`src/rtl/inst_fetch_queue_pkg.sv`:
```
// Shared types and constants for the instruction-fetch queue.
// Bus widths, the zero/NOP words and the queue entry layout live here.
package inst_fetch_queue_pkg;

  typedef logic [31:0] inst_t;
  typedef logic [31:0] inst_addr_t;

  localparam inst_t      NOP_INST  = 32'h0000_0000;
  localparam inst_addr_t ZERO_WORD = 32'h0000_0000;

  typedef struct packed {
    inst_addr_t pc;
    inst_t      inst;
    logic       alloc;
    logic       filled;
  } ifq_entry_t;

endpackage

```
`src/rtl/inst_fetch_queue_if.sv`:
```
// Instruction-memory request/grant + in-order response bus.
// The fetch queue is the master; the instruction memory is the slave.
interface inst_fetch_queue_if;
  import inst_fetch_queue_pkg::*;

  logic       imem_req;
  inst_addr_t imem_addr;
  logic       imem_gnt;
  logic       imem_rvalid;
  inst_t      imem_rdata;

  modport master (
    output imem_req, imem_addr,
    input  imem_gnt, imem_rvalid, imem_rdata
  );

  modport slave (
    input  imem_req, imem_addr,
    output imem_gnt, imem_rvalid, imem_rdata
  );

endinterface

```
`src/rtl/inst_fetch_queue.sv`:
```
// Fetch stage: issues word reads for the current PC, buffers in-order
// responses with their PCs and hands them to decode over valid/ready.
module inst_fetch_queue
  import inst_fetch_queue_pkg::*;
#(
  parameter int unsigned DEPTH = 4,
  localparam int unsigned AW = $clog2(DEPTH)
) (
  input  logic                 clk,
  input  logic                 rst,
  input  inst_addr_t           pc_i,
  input  logic                 ce_i,
  input  logic                 flush_i,
  output logic                 stallreq_o,
  inst_fetch_queue_if.master   imem,
  output logic                 id_valid_o,
  output inst_addr_t           id_pc_o,
  output inst_t                id_inst_o,
  input  logic                 id_ready_i
);

  ifq_entry_t    ent_q [DEPTH];
  logic [AW-1:0] alloc_ptr, fill_ptr, head_ptr;
  logic [AW:0]   used_cnt, drop_cnt, pend_cnt;
  logic [AW+1:0] credit;
  logic          issue, pop, rsp_drop, rsp_fill, rsp_hit;

  // Credits cover both live entries and responses still owed to flushed fetches.
  assign credit         = {1'b0, used_cnt} + {1'b0, drop_cnt};
  assign imem.imem_req  = ce_i & ~flush_i & (credit < (AW+2)'(DEPTH));
  assign imem.imem_addr = pc_i;
  assign issue          = imem.imem_req & imem.imem_gnt;
  assign stallreq_o     = ce_i & ~flush_i & ~issue;

  assign rsp_drop = imem.imem_rvalid & (drop_cnt != '0);
  assign rsp_fill = imem.imem_rvalid & (drop_cnt == '0)
                  & ent_q[fill_ptr].alloc & ~ent_q[fill_ptr].filled;
  assign rsp_hit  = rsp_drop | rsp_fill;

  assign id_valid_o = ent_q[head_ptr].alloc & ent_q[head_ptr].filled;
  assign id_pc_o    = id_valid_o ? ent_q[head_ptr].pc   : ZERO_WORD;
  assign id_inst_o  = id_valid_o ? ent_q[head_ptr].inst : NOP_INST;
  assign pop        = id_valid_o & id_ready_i;

  always_comb begin
    pend_cnt = '0;
    for (int unsigned i = 0; i < DEPTH; i++)
      pend_cnt = pend_cnt + (AW+1)'(ent_q[i].alloc & ~ent_q[i].filled);
  end

  always_ff @(posedge clk) begin
    if (rst) begin
      alloc_ptr <= '0;
      fill_ptr  <= '0;
      head_ptr  <= '0;
      used_cnt  <= '0;
      drop_cnt  <= '0;
      for (int unsigned i = 0; i < DEPTH; i++) begin
        ent_q[i].alloc  <= 1'b0;
        ent_q[i].filled <= 1'b0;
      end
    end else if (flush_i) begin
      // Every outstanding fetch becomes a drop, less the response consumed this cycle.
      drop_cnt  <= drop_cnt + pend_cnt - (AW+1)'(rsp_hit);
      alloc_ptr <= '0;
      fill_ptr  <= '0;
      head_ptr  <= '0;
      used_cnt  <= '0;
      for (int unsigned i = 0; i < DEPTH; i++) begin
        ent_q[i].alloc  <= 1'b0;
        ent_q[i].filled <= 1'b0;
      end
    end else begin
      if (issue) begin
        ent_q[alloc_ptr].pc     <= pc_i;
        ent_q[alloc_ptr].alloc  <= 1'b1;
        ent_q[alloc_ptr].filled <= 1'b0;
        alloc_ptr               <= alloc_ptr + AW'(1);
      end
      if (rsp_drop)
        drop_cnt <= drop_cnt - (AW+1)'(1);
      if (rsp_fill) begin
        ent_q[fill_ptr].inst   <= imem.imem_rdata;
        ent_q[fill_ptr].filled <= 1'b1;
        fill_ptr               <= fill_ptr + AW'(1);
      end
      if (pop) begin
        ent_q[head_ptr].alloc <= 1'b0;
        head_ptr              <= head_ptr + AW'(1);
      end
      used_cnt <= used_cnt + (AW+1)'(issue) - (AW+1)'(pop);
    end
  end

endmodule

```
`src/flat_wrapper.sv`:
```
// flat-port wrapper written by rule: the top's interface ports become plain ports
module inst_fetch_queue_flat import inst_fetch_queue_pkg::*;
#(
  parameter int unsigned DEPTH = 4,
  localparam int unsigned AW = $clog2(DEPTH)
)
  (clk, rst, pc_i, ce_i, flush_i, stallreq_o, id_valid_o, id_pc_o, id_inst_o, id_ready_i, imem_imem_req, imem_imem_addr, imem_imem_gnt, imem_imem_rvalid, imem_imem_rdata);
  inst_fetch_queue_if imem_i ();
  input  logic clk;
  input  logic rst;
  input  inst_addr_t pc_i;
  input  logic ce_i;
  input  logic flush_i;
  output logic stallreq_o;
  output logic id_valid_o;
  output inst_addr_t id_pc_o;
  output inst_t id_inst_o;
  input  logic id_ready_i;
  output wire logic [$bits(imem_i.imem_req)-1:0] imem_imem_req;
  output wire logic [$bits(imem_i.imem_addr)-1:0] imem_imem_addr;
  input wire logic [$bits(imem_i.imem_gnt)-1:0] imem_imem_gnt;
  input wire logic [$bits(imem_i.imem_rvalid)-1:0] imem_imem_rvalid;
  input wire logic [$bits(imem_i.imem_rdata)-1:0] imem_imem_rdata;
  assign imem_imem_req = imem_i.imem_req;
  assign imem_imem_addr = imem_i.imem_addr;
  assign imem_i.imem_gnt = imem_imem_gnt;
  assign imem_i.imem_rvalid = imem_imem_rvalid;
  assign imem_i.imem_rdata = imem_imem_rdata;
  inst_fetch_queue #(.DEPTH(DEPTH)) u_core (.clk(clk), .rst(rst), .pc_i(pc_i), .ce_i(ce_i), .flush_i(flush_i), .stallreq_o(stallreq_o), .imem(imem_i), .id_valid_o(id_valid_o), .id_pc_o(id_pc_o), .id_inst_o(id_inst_o), .id_ready_i(id_ready_i));
endmodule
```
`config.mk`:
```
export PLATFORM = sky130hd
export DESIGN_NAME = inst_fetch_queue_flat
export DESIGN_NICKNAME = d
export VERILOG_FILES = /design/src/rtl/inst_fetch_queue_pkg.sv /design/src/rtl/inst_fetch_queue_if.sv /design/src/rtl/inst_fetch_queue.sv /design/src/flat_wrapper.sv
export SDC_FILE = /design/constraint.sdc
export NUM_CORES = 1
export LEC_CHECK = 0
export BUFFER_PORTS_ARGS = -buffer_cell sky130_fd_sc_hd__buf_2
export CORE_MARGIN = 2
export CORE_UTILIZATION = 55
export DETAILED_ROUTE_END_ITERATION = 7
export GPL_TIMING_DRIVEN = 0
export PLACE_DENSITY = 0.77
export SYNTH_ARGS = -nofsm -noshare
export SYNTH_HDL_FRONTEND = slang
export SYNTH_SLANG_ARGS = --single-unit
```
`constraint.sdc`:
```
create_clock -name clk -period 5.8 [get_ports clk]
set_clock_uncertainty 0.2 [all_clocks]
set_input_delay 0.29 -clock clk [delete_from_list [all_inputs] [get_ports clk]]
set_output_delay 0.29 -clock clk [all_outputs]
set_load 0.05 [all_outputs]
```
* After elaboration in Yosys (flattened, before gate mapping) *
Memory sizes are Yosys's and may differ from the RTL's. A register that Yosys moved wholly into a read port is not among the register bits.
Index checks and enable logic that the tools add are counted.

storage, ports and cells
  output and inout port bits = 99
  memories = 1
  bits of input ports = 71
  bits in writable memories = 264
  logic and storage cells = 98
  register bits = 12

memory list
  memory        depth  width  read ports  clocked after memory_dff  write ports  line                    text
  u_core.ent_q  4      66     6           2                         4            inst_fetch_queue.sv:22  ifq_entry_t ent_q [DEPTH];

cells by class
  muxes and demuxes = 42
  bitwise gates (word level) = 30
  add/sub/neg operators = 12
  magnitude comparators = 1
  reduce and logical (&&, ||, !) cells = 7

operator list
  cell                                                                   number
  66-bit two-way mux                                                     3
  66-bit OR reduction                                                    3
  32-bit two-way mux                                                     2
  1-bit two-way mux                                                      25
  2-bit two-way mux                                                      7
  3-bit adder                                                            4
  1-bit by 3-bit AND with 3-bit output                                   4
  1-bit inverter with 3-bit output                                       4
  1-bit AND                                                              10
  3-bit two-way mux                                                      3
  1-bit OR                                                               9
  4-bit two-way mux                                                      2
  2-bit by 1-bit adder with 2-bit output (second input constant)         3
  3-bit by 1-bit subtractor with 3-bit output                            2
  3-bit by 3-bit adder with 4-bit output                                 1
  4-bit by 3-bit < comparator with 1-bit output (second input constant)  1
  3-bit by 1-bit adder with 3-bit output                                 1
  3-bit zero test                                                        1
  1-bit inverter                                                         3
  3-bit nonzero test                                                     1
  3-bit by 1-bit subtractor with 3-bit output (second input constant)    1
  2-bit nonzero test                                                     1
  2-bit OR reduction                                                     1

* Depth between registers and ports, before layout *
Gate-level depths: netlist (run 1).

  word-level depth = 10
  mapped depth = 16
  gate-level depth less buffers = 16

* Least setup slack after synthesis (run 1) *
Ideal clock, no wire load.

  kind = reg2reg
  start point = memory u_core.ent_q[3][1] in the netlist's numbering
  end point = register u_core.drop_cnt[2]
  setup slack = 2.152 ns
  arrival = 3.317 ns
  cell stages (with the launch flop) = 16
  period minus slack after synthesis = 3.648 ns
  library setup time = 0.131 ns
  data required time = 5.469 ns
  path through = dfxtp_1 -> nor2b_1 -> mux4_2 -> and2_1 -> nand2b_1 -> ha_1 -> inv_1 -> fa_1 -> inv_1 -> fa_1 -> inv_1 -> fa_1 -> xor2_1 -> xnor2_1 -> a221oi_1 -> o21ai_0

RTL lines
  item                  line                    text
  from (decl)           inst_fetch_queue.sv:22
  to (signal assigned)  inst_fetch_queue.sv:64  drop_cnt <= drop_cnt + pend_cnt - (AW+1)'(rsp_hit);
  to (signal assigned)  inst_fetch_queue.sv:81  drop_cnt <= drop_cnt - (AW+1)'(1);
  to (decl)             inst_fetch_queue.sv:24  logic [AW:0] used_cnt, drop_cnt, pend_cnt;

==> results.sh, run 1 <==
export IMPL_status="finished clean"
export IMPL_finalWirelength_microns=22900
export IMPL_synth_edf_count=256
export IMPL_die_area_sq_um=21900
export IMPL_drv_slew=0
export IMPL_p_int_mw=3.38
export IMPL_post_dp_hpwl_microns=14000
export IMPL_setup_violations=0
export IMPL_cp_start_kind="register"
export IMPL_maxCapViolCount=0
export IMPL_ctsResizeCount=0
export IMPL_fin_setup_tns_ns=0
export IMPL_r2r_end="u_core.drop_cnt[1]"
export IMPL_r2r_start="u_core.ent_q[2][1]"
export IMPL_yosys_warnings=0
export IMPL_fillerInstances=1307
export IMPL_arrival_ns=4.33
export IMPL_nNetsFinal=963
export IMPL_cts_num_sinks=280
export IMPL_drc=0
export IMPL_cts_setup_buffers=0
export IMPL_p_sw_mw=0.895
export IMPL_grtUsageTotal_pct=21.2
export IMPL_ys_seq_area_share_pct=71.6
export IMPL_slew_headroom_pct=40.7
export IMPL_first_pass_iters=5
export IMPL_required_ns=6.01
export IMPL_path_class="register to register"
export IMPL_finalCritPeriodShare_pct=71.1
export IMPL_rsz0062_at_grt="no"
export IMPL_synth_most_common_cell="edfxtp_1"
export IMPL_antenna_found_initial=0
export IMPL_hold_viol_final=0
export IMPL_die_width_microns=148
export IMPL_grt_max_degree=33
export IMPL_clkPwrFrac_pct=40.9
export IMPL_synth_top_cells_by_area="edfxtp_1 67%, mux4_2 13%, dfxtp_1 4.2%"
export IMPL_p_sw_share_pct=20.9
export IMPL_p_comb_share_pct=7.0
export IMPL_grt_pass1_wl_microns=35800
export IMPL_wl_per_cell_microns=19.8
export IMPL_synth_seq_cells=280
export IMPL_reg2reg_depth=14
export IMPL_clock_fmax_mhz=243
export IMPL_cts_tree="yes"
export IMPL_h_tree_depth=1
export IMPL_routabilityCongestion=0.828
export IMPL_worstPathMaxFanout=3
export IMPL_avgSynthCellArea_sq_um=18.9
export IMPL_synthesis_area_sq_um=11400
export IMPL_grt_pass1_vias=6674
export IMPL_critPathCaptureType="register"
export IMPL_synth_cells=603
export IMPL_synth_ff_type="edfxtp_1"
export IMPL_vias=6303
export IMPL_n_antenna_cell=0
export IMPL_cp_startpoint="u_core.ent_q[2][1]"
export IMPL_seqPwrFrac_pct=52.2
export IMPL_min_period_ns=4.12
export IMPL_drtAntennaViolNets=0
export IMPL_ys_types=36
export IMPL_synth_top_cell_by_area="edfxtp_1"
export IMPL_clk_pin_slew_ns=0.06
export IMPL_power_density_nw_per_um2=302
export IMPL_syn_num_nets=698
export IMPL_root_buffer="clkbuf_16"
export IMPL_numCtsBuffers=27
export IMPL_drive_gt1_share_pct=37.9
export IMPL_ff2ff_setup_slack_ns=1.68
export IMPL_overflow=0
export IMPL_clockBufferDepth=3
export IMPL_whs_ns=0.0626
export IMPL_postSynth_asyncResetShare_pct=0
export IMPL_start_util_pct=56.2
export IMPL_clk_latency_ns=0.53
export IMPL_yosys_top_cells_count="256 x edfxtp_1, 66 x and2_1, 66 x mux4_2, 33 x buf_4, 24 x dfxtp_1"
export IMPL_drt_iter0_markers=374
export IMPL_endpoint="u_core.drop_cnt[1]"
export IMPL_hold_class="primary input to register"
export IMPL_num_rows=52
export IMPL_io_pins=170
export IMPL_area_growth_pct=24.3
export IMPL_io_buffers=168
export IMPL_cellLeakagePower_nw=5.21
export IMPL_core_area_sq_um=20300
export IMPL_fp_dieH_microns=148
export IMPL_peakVddDrop_mv=0.212
export IMPL_viasPerCell=5.44
export IMPL_synth_top_area_share_pct=67.4
export IMPL_tightest_slew_ns=0.889
[state kept, by name (all words and copies together), names as in the netlist, named ones only]
| register | count |
|---|---|
| u_core.fill_ptr | 2 |
| u_core.alloc_ptr | 2 |
| u_core.drop_cnt | 3 |
| u_core.ent_q | 264 |
| u_core.used_cnt | 3 |
| u_core.head_ptr | 2 |
[kinds of logic after synthesis]
family          share of synthesized area, %
buf+inv                                 4.00
mux                                     13.0
xor+xnor                               0.461
flops                                   71.6
compound gates                          1.98
fa+ha+maj                               2.90
simple gates                            5.98
[placed cells by master (no fill, tap or decap), drive strengths merged, types with 2 or more instances in the layout]
cell type / netlist / routed
nand2: 12 / 12
and3: 12 / 12
edfxtp: 256 / 256
bufinv: 0 / 3
xnor2: 4 / 4
and2: 66 / 66
nor2b: 4 / 4
a31o: 5 / 5
clkinv: 0 / 5
ha: 20 / 20
buf: 42 / 210
a31oi: 4 / 4
nand2b: 2 / 2
a32oi: 4 / 4
mux4: 66 / 66
xor2: 2 / 2
nor2: 6 / 6
a211oi: 2 / 2
dlygate4sd3: 0 / 68
clkinvlp: 0 / 5
inv: 22 / 23
nand3: 4 / 4
a21oi: 9 / 9
fa: 4 / 4
dfxtp: 24 / 24
o21ai: 5 / 5
clkbuf: 18 / 54
[power by group through the flow]
stage / Combinational (mW) / Clock [mW] / Sequential (mW)
final: 0.298 / 1.75 / 2.23
after global routing: 0.327 / 1.86 / 2.23
after CTS: 0.299 / 1.77 / 2.23
after detailed placement: 0.258 / 0 / 2.28
after global placement: 0.241 / 0 / 2.27
after floorplan: 0.173 / 0 / 2.27
[repair_timing]
item	4_1_cts	5_1_grt
hold endpoints to repair	263	0
setup endpoints to repair	0	0
hold buffers	68	0
[area by class of cell]
| type | count | area [sq um] | share of cell area (%) |
|---|---|---|---|
| Sequential cell | 280 | 8170 | 57.6 |
| Clock buffer | 36 | 739 | 5.22 |
| Multi-Input combinational cell | 241 | 2780 | 19.6 |
| Timing Repair Buffer | 236 | 1520 | 10.7 |
| Tap cell | 270 | 338 | 2.38 |
| Buffer | 60 | 373 | 2.63 |
| Clock inverter | 14 | 165 | 1.17 |
| Inverter | 22 | 82.6 | 0.583 |
[stage by stage]
| stage | setup slack [ns] | total power [mW] | utilization [%] | cells | area [sq um] |
|---|---|---|---|---|---|
| after floorplan | 2.15 | 2.44 | - | 603 | 11400 |
| after global placement | 1.98 | 2.51 | 62.0 | 1041 | 12600 |
| after detailed placement | 1.86 | 2.53 | 62.0 | 1041 | 12600 |
| after CTS | 1.68 | 4.30 | 69.8 | 1159 | 14200 |
| after global routing | 1.52 | 4.42 | 69.8 | 1159 | 14200 |
| final | 1.68 | 4.28 | 69.8 | 1159 | 14200 |
[layer usage]
layer	track usage [%]	routed length, microns
met5	0	0
met4	6.43	592
met1	26.1	8760
met2	38.6	12400
met3	3.64	1170
[worst min-delay path by stage]
stage	end	startpoint	slack, ns	depth (start not counted)
after floorplan	u_core.drop_cnt[1]	rst	0.16	1
after global routing	u_core.ent_q[1][1]	imem_imem_gnt	0.11	4
after CTS	u_core.drop_cnt[2]	imem_imem_rvalid	0.05	4
after detailed placement	u_core.ent_q[0][8]	imem_imem_rdata[6]	0.31	1
after global placement	u_core.drop_cnt[1]	rst	0.29	2
final	u_core.drop_cnt[2]	imem_imem_rvalid	0.06	4
[critical path, stage by stage (launching register included)]
cell and delay, ns:
dfxtp_1 0.34, nor2b_1 0.17, mux4_2 0.49, and2_1 0.18, nand2b_1 0.15, ha_1 0.27
inv_1 0.05, fa_1 0.53, inv_1 0.06, fa_1 0.41, inv_1 0.07, fa_1 0.41
nand2_1 0.08, a21oi_1 0.06, dlygate4sd3_1 0.55
No activity file was read; power rests on OpenSTA's default activity.
==> inputs of run 2 (changes only) <==
==> constraint.sdc (replaced) <==
create_clock -name clk -period 4.3 [get_ports clk]
set_clock_uncertainty 0.2 [all_clocks]
set_input_delay 0.215 -clock clk [delete_from_list [all_inputs] [get_ports clk]]
set_output_delay 0.215 -clock clk [all_outputs]
set_load 0.05 [all_outputs]
==> run 2 against run 1 <==
  * Total power grew 35%
  * Cell area is essentially flat
  * First-iteration DRC count up 0.27%
  * Critical endpoint unchanged
  * Critical path depth is the same
==> results.sh, run 2 (synthesized netlist as in run 1, its figures left out) <==
export IMPL_status="finished clean"
export IMPL_worstPathMaxFanout=3
export IMPL_arrival_ns=4.33
export IMPL_drc=0
export IMPL_r2r_end="u_core.drop_cnt[1]"
export IMPL_cts_tree="yes"
export IMPL_min_from="imem_imem_gnt"
export IMPL_clk_pin_slew_ns=0.06
export IMPL_fillerInstances=1305
export IMPL_io_pins=170
export IMPL_crit_path_cell_trace="nor2b_1, mux4_2, and2_1, nand2b_1, ha_1, inv_1, fa_1, inv_1, fa_1, inv_1, fa_1, nand2_1, a21oi_1, dlygate4sd3_1"
export IMPL_grtUsageTotal_pct=21.2
export IMPL_max_stage_delay_ns=0.55
export IMPL_grt_pass1_wl_microns=35800
export IMPL_grt_max_degree=33
export IMPL_drtAntennaViolNets=0
export IMPL_drive_gt1_share_pct=37.9
export IMPL_area_growth_pct=24.4
export IMPL_wl_per_cell_microns=19.7
export IMPL_start_util_pct=56.2
export IMPL_crit_buf_inv=4
export IMPL_rsz0062_at_grt="no"
export IMPL_die_area_sq_um=21900
export IMPL_hold_viol_final=0
export IMPL_path_class="register to register"
export IMPL_grt_pass1_vias=6669
export IMPL_drv_slew=0
export IMPL_regMostFlops="u_core.ent_q"
export IMPL_viasPerCell=5.41
export IMPL_routabilityCongestion=0.828
export IMPL_final_common_cell="edfxtp_1"
export IMPL_h_tree_depth=1
export IMPL_io_buffers=168
export IMPL_fp_dieH_microns=148
export IMPL_clk_latency_ns=0.53
export IMPL_root_buffer="clkbuf_16"
export IMPL_antenna_found_initial=0
export IMPL_die_width_microns=148
export IMPL_final_cell_mix="256 x edfxtp_1, 175 x buf_2, 69 x dlygate4sd3_1"
export IMPL_vias=6279
export IMPL_slowest_stage="dlygate4sd3_1"
export IMPL_required_ns=4.51
export IMPL_r2r_start="u_core.ent_q[2][1]"
export IMPL_slew_headroom_pct=40.8
export IMPL_cts_setup_buffers=0
export IMPL_largest_reg_flops=264
export IMPL_n_antenna_cell=0
export IMPL_nNetsFinal=964
export IMPL_tightest_slew_ns=0.888
export IMPL_maxCapViolCount=0
export IMPL_post_dp_hpwl_microns=14000
export IMPL_numCtsBuffers=27
export IMPL_ctsResizeCount=0
export IMPL_overflow=0
export IMPL_setup_violations=0
export IMPL_top_regs="u_core.ent_q: 264 flops, u_core.drop_cnt: 3 flops, u_core.used_cnt: 3 flops"
export IMPL_cts_hold_buf=69
export IMPL_hold_end="u_core.ent_q[0][0]"
export IMPL_min_path_cells=4
export IMPL_ff2ff_setup_slack_ns=0.18
export IMPL_clock_fmax_mhz=243
export IMPL_finalWirelength_microns=22900
export IMPL_core_area_sq_um=20300
export IMPL_place_area_sq_um=12600
export IMPL_fin_setup_tns_ns=0
export IMPL_drt_iter0_markers=375
export IMPL_cp_start_kind="register"
export IMPL_min_period_ns=4.12
export IMPL_num_rows=52
export IMPL_cts_num_sinks=280
export IMPL_critPathCaptureType="register"
export IMPL_clockBufferDepth=3
export IMPL_first_pass_iters=6
export IMPL_power_density_nw_per_um2=407
export IMPL_design_area_sq_um=14200
export IMPL_critical_path_top_delay_family="adder cells"
export IMPL_reg2reg_depth=14
export IMPL_cellLeakagePower_nw=5.21
export IMPL_finalCritPeriodShare_pct=95.8
export IMPL_hold_class="primary input to register"
export IMPL_peakVddDrop_mv=0.286
[run 2: cell types whose count changed in the layout (fill, tap and decap cells not counted)]
cell           change
dlygate4sd3_1      +1
[run 2: how the worst max path moves through the flow]
stage / depth (start not counted) / start / end
2_1_floorplan: 15 / u_core.ent_q[3][1] / u_core.drop_cnt[2]
3_3_place_gp: 15 / u_core.ent_q[3][1] / u_core.drop_cnt[2]
3_5_place_dp: 15 / u_core.ent_q[3][1] / u_core.drop_cnt[2]
4_1_cts: 14 / u_core.ent_q[3][1] / u_core.drop_cnt[1]
5_1_grt: 14 / u_core.ent_q[3][1] / u_core.drop_cnt[1]
6_report: 14 / u_core.ent_q[2][1] / u_core.drop_cnt[1]
[run 2: worst min-delay path, cell delays in order]
cell and delay [ns]:
buf_2 0.10, nor4b_4 0.15, a21oi_1 0.15, a31o_2 0.11
[run 2: layout make-up]
class	instances	area [sq um]	share of cell area (%)
clock inverter	14	165	1.16
sequential	280	8170	57.6
clock buffer	36	739	5.22
buffer	60	373	2.63
multi-input combinational	241	2780	19.6
timing repair buffer	237	1530	10.8
tap	270	338	2.38
inverter	22	82.6	0.582
[run 2: per-layer routing]
metal	global-route usage (%)	routed length, microns	part of all wire (%)	vias to the layer above
met5	0	0	0	-
met3	3.64	1300	5.7	35
met4	6.43	561	2.4	0
li1	-	-	-	2849
met1	26.1	8590	37	3184
met2	38.6	12500	54	211
[run 2: where the power goes]
group          switching, mW  internal [mW]
combinational          0.225          0.178
sequential            0.0189           2.99
clock                  0.966           1.39
total                   1.21           4.57
[run 2: per-stage QoR]
stage          util, %  setup WS, ns  total power, mW  std cells  hold WS, ns
2_1_floorplan        -         0.652             3.30        603       0.0841
3_3_place_gp      62.0         0.482             3.39       1041        0.216
3_5_place_dp      62.0         0.357             3.42       1041        0.232
4_1_cts           69.8         0.176             5.81       1160      0.00982
5_1_grt           69.8        0.0225             5.96       1160       0.0312
6_report          69.8         0.181             5.78       1160       0.0246
==> inputs of run 3 (changes only) <==
--- a/config.mk
+++ b/config.mk
@@ -9,7 +9,6 @@
 export CORE_MARGIN = 2
 export CORE_UTILIZATION = 55
 export DETAILED_ROUTE_END_ITERATION = 7
-export GPL_TIMING_DRIVEN = 0
 export PLACE_DENSITY = 0.77
 export SYNTH_ARGS = -nofsm -noshare
 export SYNTH_HDL_FRONTEND = slang
==> run 3 against run 2 <==
  * Total power shrank 1.9%
  * Final cell count shrank 4.5%
  * Utilization shrank 1.7 points
  * Die area is the same
  * Sequential share of layout area grew 1.5 points
  * Maximum frequency shrank 0.64%
  * Sequential power is essentially flat
  * Critical path depth is the same
  * Setup slack lost 0.027 ns
  * Critical endpoint unchanged
  * Largest cell class unchanged
  * Highest routed layer unchanged
==> results.sh, run 3 (synthesized netlist as in run 1, its figures left out) <==
export IMPL_min_period_ns=4.15
export IMPL_r2r_start="u_core.ent_q[3][1]"
export IMPL_io_buffers=169
export IMPL_clockBufferDepth=3
export IMPL_start_util_pct=56.2
export IMPL_drive_gt1_share_pct=35.4
export IMPL_num_rows=52
export IMPL_drv_slew=0
export IMPL_finalPower_mw=5.67
export IMPL_overflow=0
export IMPL_multiInputGateArea_sq_um=2780
export IMPL_hold_viol_final=0
export IMPL_post_dp_hpwl_microns=12900
export IMPL_hold_class="primary input to register"
export IMPL_grt_pass1_vias=6662
export IMPL_endpoint="u_core.drop_cnt[1]"
export IMPL_cts_num_sinks=280
export IMPL_drc=0
export IMPL_drtAntennaViolNets=0
export IMPL_fp_dieH_microns=148
export IMPL_area_growth_pct=21.4
export IMPL_arrival_ns=4.35
export IMPL_drt_iter0_markers=357
export IMPL_numCtsBuffers=28
export IMPL_critPathCaptureType="register"
export IMPL_die_area_sq_um=21900
export IMPL_clk_latency_ns=0.52
export IMPL_peakVddDrop_mv=0.253
export IMPL_place_area_sq_um=12300
export IMPL_path_class="register to register"
export IMPL_final_cell_mix="256 x edfxtp_1, 169 x buf_2, 70 x dlygate4sd3_1"
export IMPL_required_ns=4.50
export IMPL_cellLeakagePower_nw=5.01
export IMPL_fillerInstances=1348
export IMPL_setup_violations=0
export IMPL_nNetsFinal=915
export IMPL_core_area_sq_um=20300
export IMPL_final_common_cell="edfxtp_1"
export IMPL_routabilityCongestion=0.871
export IMPL_reg2reg_depth=14
export IMPL_cp_startpoint="u_core.ent_q[3][1]"
export IMPL_worstPathMaxFanout=5
export IMPL_clk_pin_slew_ns=0.06
export IMPL_tightest_slew_ns=0.925
export IMPL_vias=6110
export IMPL_wl_per_cell_microns=20.0
export IMPL_grtUsageTotal_pct=20.6
export IMPL_finalWirelength_microns=22100
export IMPL_first_pass_iters=4
export IMPL_clock_fmax_mhz=241
export IMPL_viasPerCell=5.51
export IMPL_io_pins=170
export IMPL_grt_pass1_wl_microns=34900
export IMPL_rsz0062_at_grt="no"
export IMPL_r2r_end="u_core.drop_cnt[1]"
export IMPL_seq_area_sq_um=8180
export IMPL_power_density_nw_per_um2=409
export IMPL_ff2ff_setup_slack_ns=0.15
export IMPL_antenna_found_initial=0
export IMPL_fin_setup_tns_ns=0
export IMPL_h_tree_depth=1
export IMPL_die_width_microns=148
export IMPL_cp_start_kind="register"
export IMPL_finalCritPeriodShare_pct=96.4
export IMPL_n_antenna_cell=0
export IMPL_status="finished clean"
export IMPL_regMostFlops="u_core.ent_q"
export IMPL_largest_reg_flops=264
export IMPL_cts_tree="yes"
export IMPL_root_buffer="clkbuf_16"
export IMPL_maxCapViolCount=0
export IMPL_design_area_sq_um=13800
export IMPL_grt_max_degree=65
export IMPL_top_regs="u_core.ent_q: 264 flops, u_core.drop_cnt: 3 flops, u_core.used_cnt: 3 flops"
export IMPL_slew_headroom_pct=38.3
[run 3: cell count changes in the layout (fill, tap and decap cells not counted), sizes merged]
cell / change
clkinv: -2
dlygate4sd3: +1
clkinvlp: -4
inv: -1
clkbuf: -12
bufinv: -1
buf: -33
[run 3: metrics by stage]
step	worst slack, ns	util [%]	hold WS (ns)	std cells
after floorplan	0.652	-	0.0841	603
after global placement	0.432	60.4	0.224	988
after detailed placement	0.201	60.4	0.231	988
after CTS	0.0229	68.1	0.0958	1106
after global routing	0.00443	68.2	0.134	1108
final	0.154	68.2	0.109	1108
[run 3: how the worst min path moves through the flow]
stage	from	to	slack, ns	cells after the start
final	ce_i	u_core.alloc_ptr[1]	0.11	5
after floorplan	rst	u_core.drop_cnt[1]	0.08	1
after detailed placement	rst	u_core.drop_cnt[1]	0.23	2
after global routing	ce_i	u_core.alloc_ptr[1]	0.13	5
after global placement	imem_imem_rdata[14]	u_core.ent_q[1][16]	0.22	1
after CTS	ce_i	u_core.alloc_ptr[1]	0.1	5
[run 3: where the power goes]
group | internal, mW | leakage [nW] | switching (mW)
registers | 2.99 | 2.50 | 0.0186
clock network | 1.35 | 0.408 | 0.916
logic | 0.161 | 2.11 | 0.226
total | 4.51 | 5.01 | 1.16
[run 3: metal layers]
layer  vias to the layer above  part of all wire [%]  global-route usage (%)
li1                       2751                     -                       -
met1                      3116                    39                    25.8
met2                       206                    53                    36.9
met3                        37                   5.3                    3.27
met4                         0                   2.4                    6.62
met5                         -                     0                       0
[run 3: repair_timing]
action,CTS,global route
endpoints found under the hold margin,267,0
resized for setup,0,2
hold buffers,70,0
endpoints found under the setup margin,0,2
buffers inserted,0,2
[run 3: critical path, cell delays in order, from the launching register on]
cell,delay [ns]
dfxtp_1,0.32
nor2b_1,0.17
mux4_2,0.52
and2_4,0.18
nand2b_1,0.14
ha_1,0.27
inv_1,0.05
fa_1,0.53
inv_1,0.06
fa_1,0.41
inv_1,0.07
fa_1,0.40
nand2_1,0.09
a21oi_1,0.07
dlygate4sd3_1,0.55
[run 3: area by class of cell]
class / instances / share of cell area (%)
tap: 270 / 2.44
multi-input combinational: 241 / 20.1
timing repair buffer: 247 / 11.6
clock inverter: 6 / 0.579
sequential: 280 / 59.1
inverter: 22 / 0.597
clock buffer: 42 / 5.60
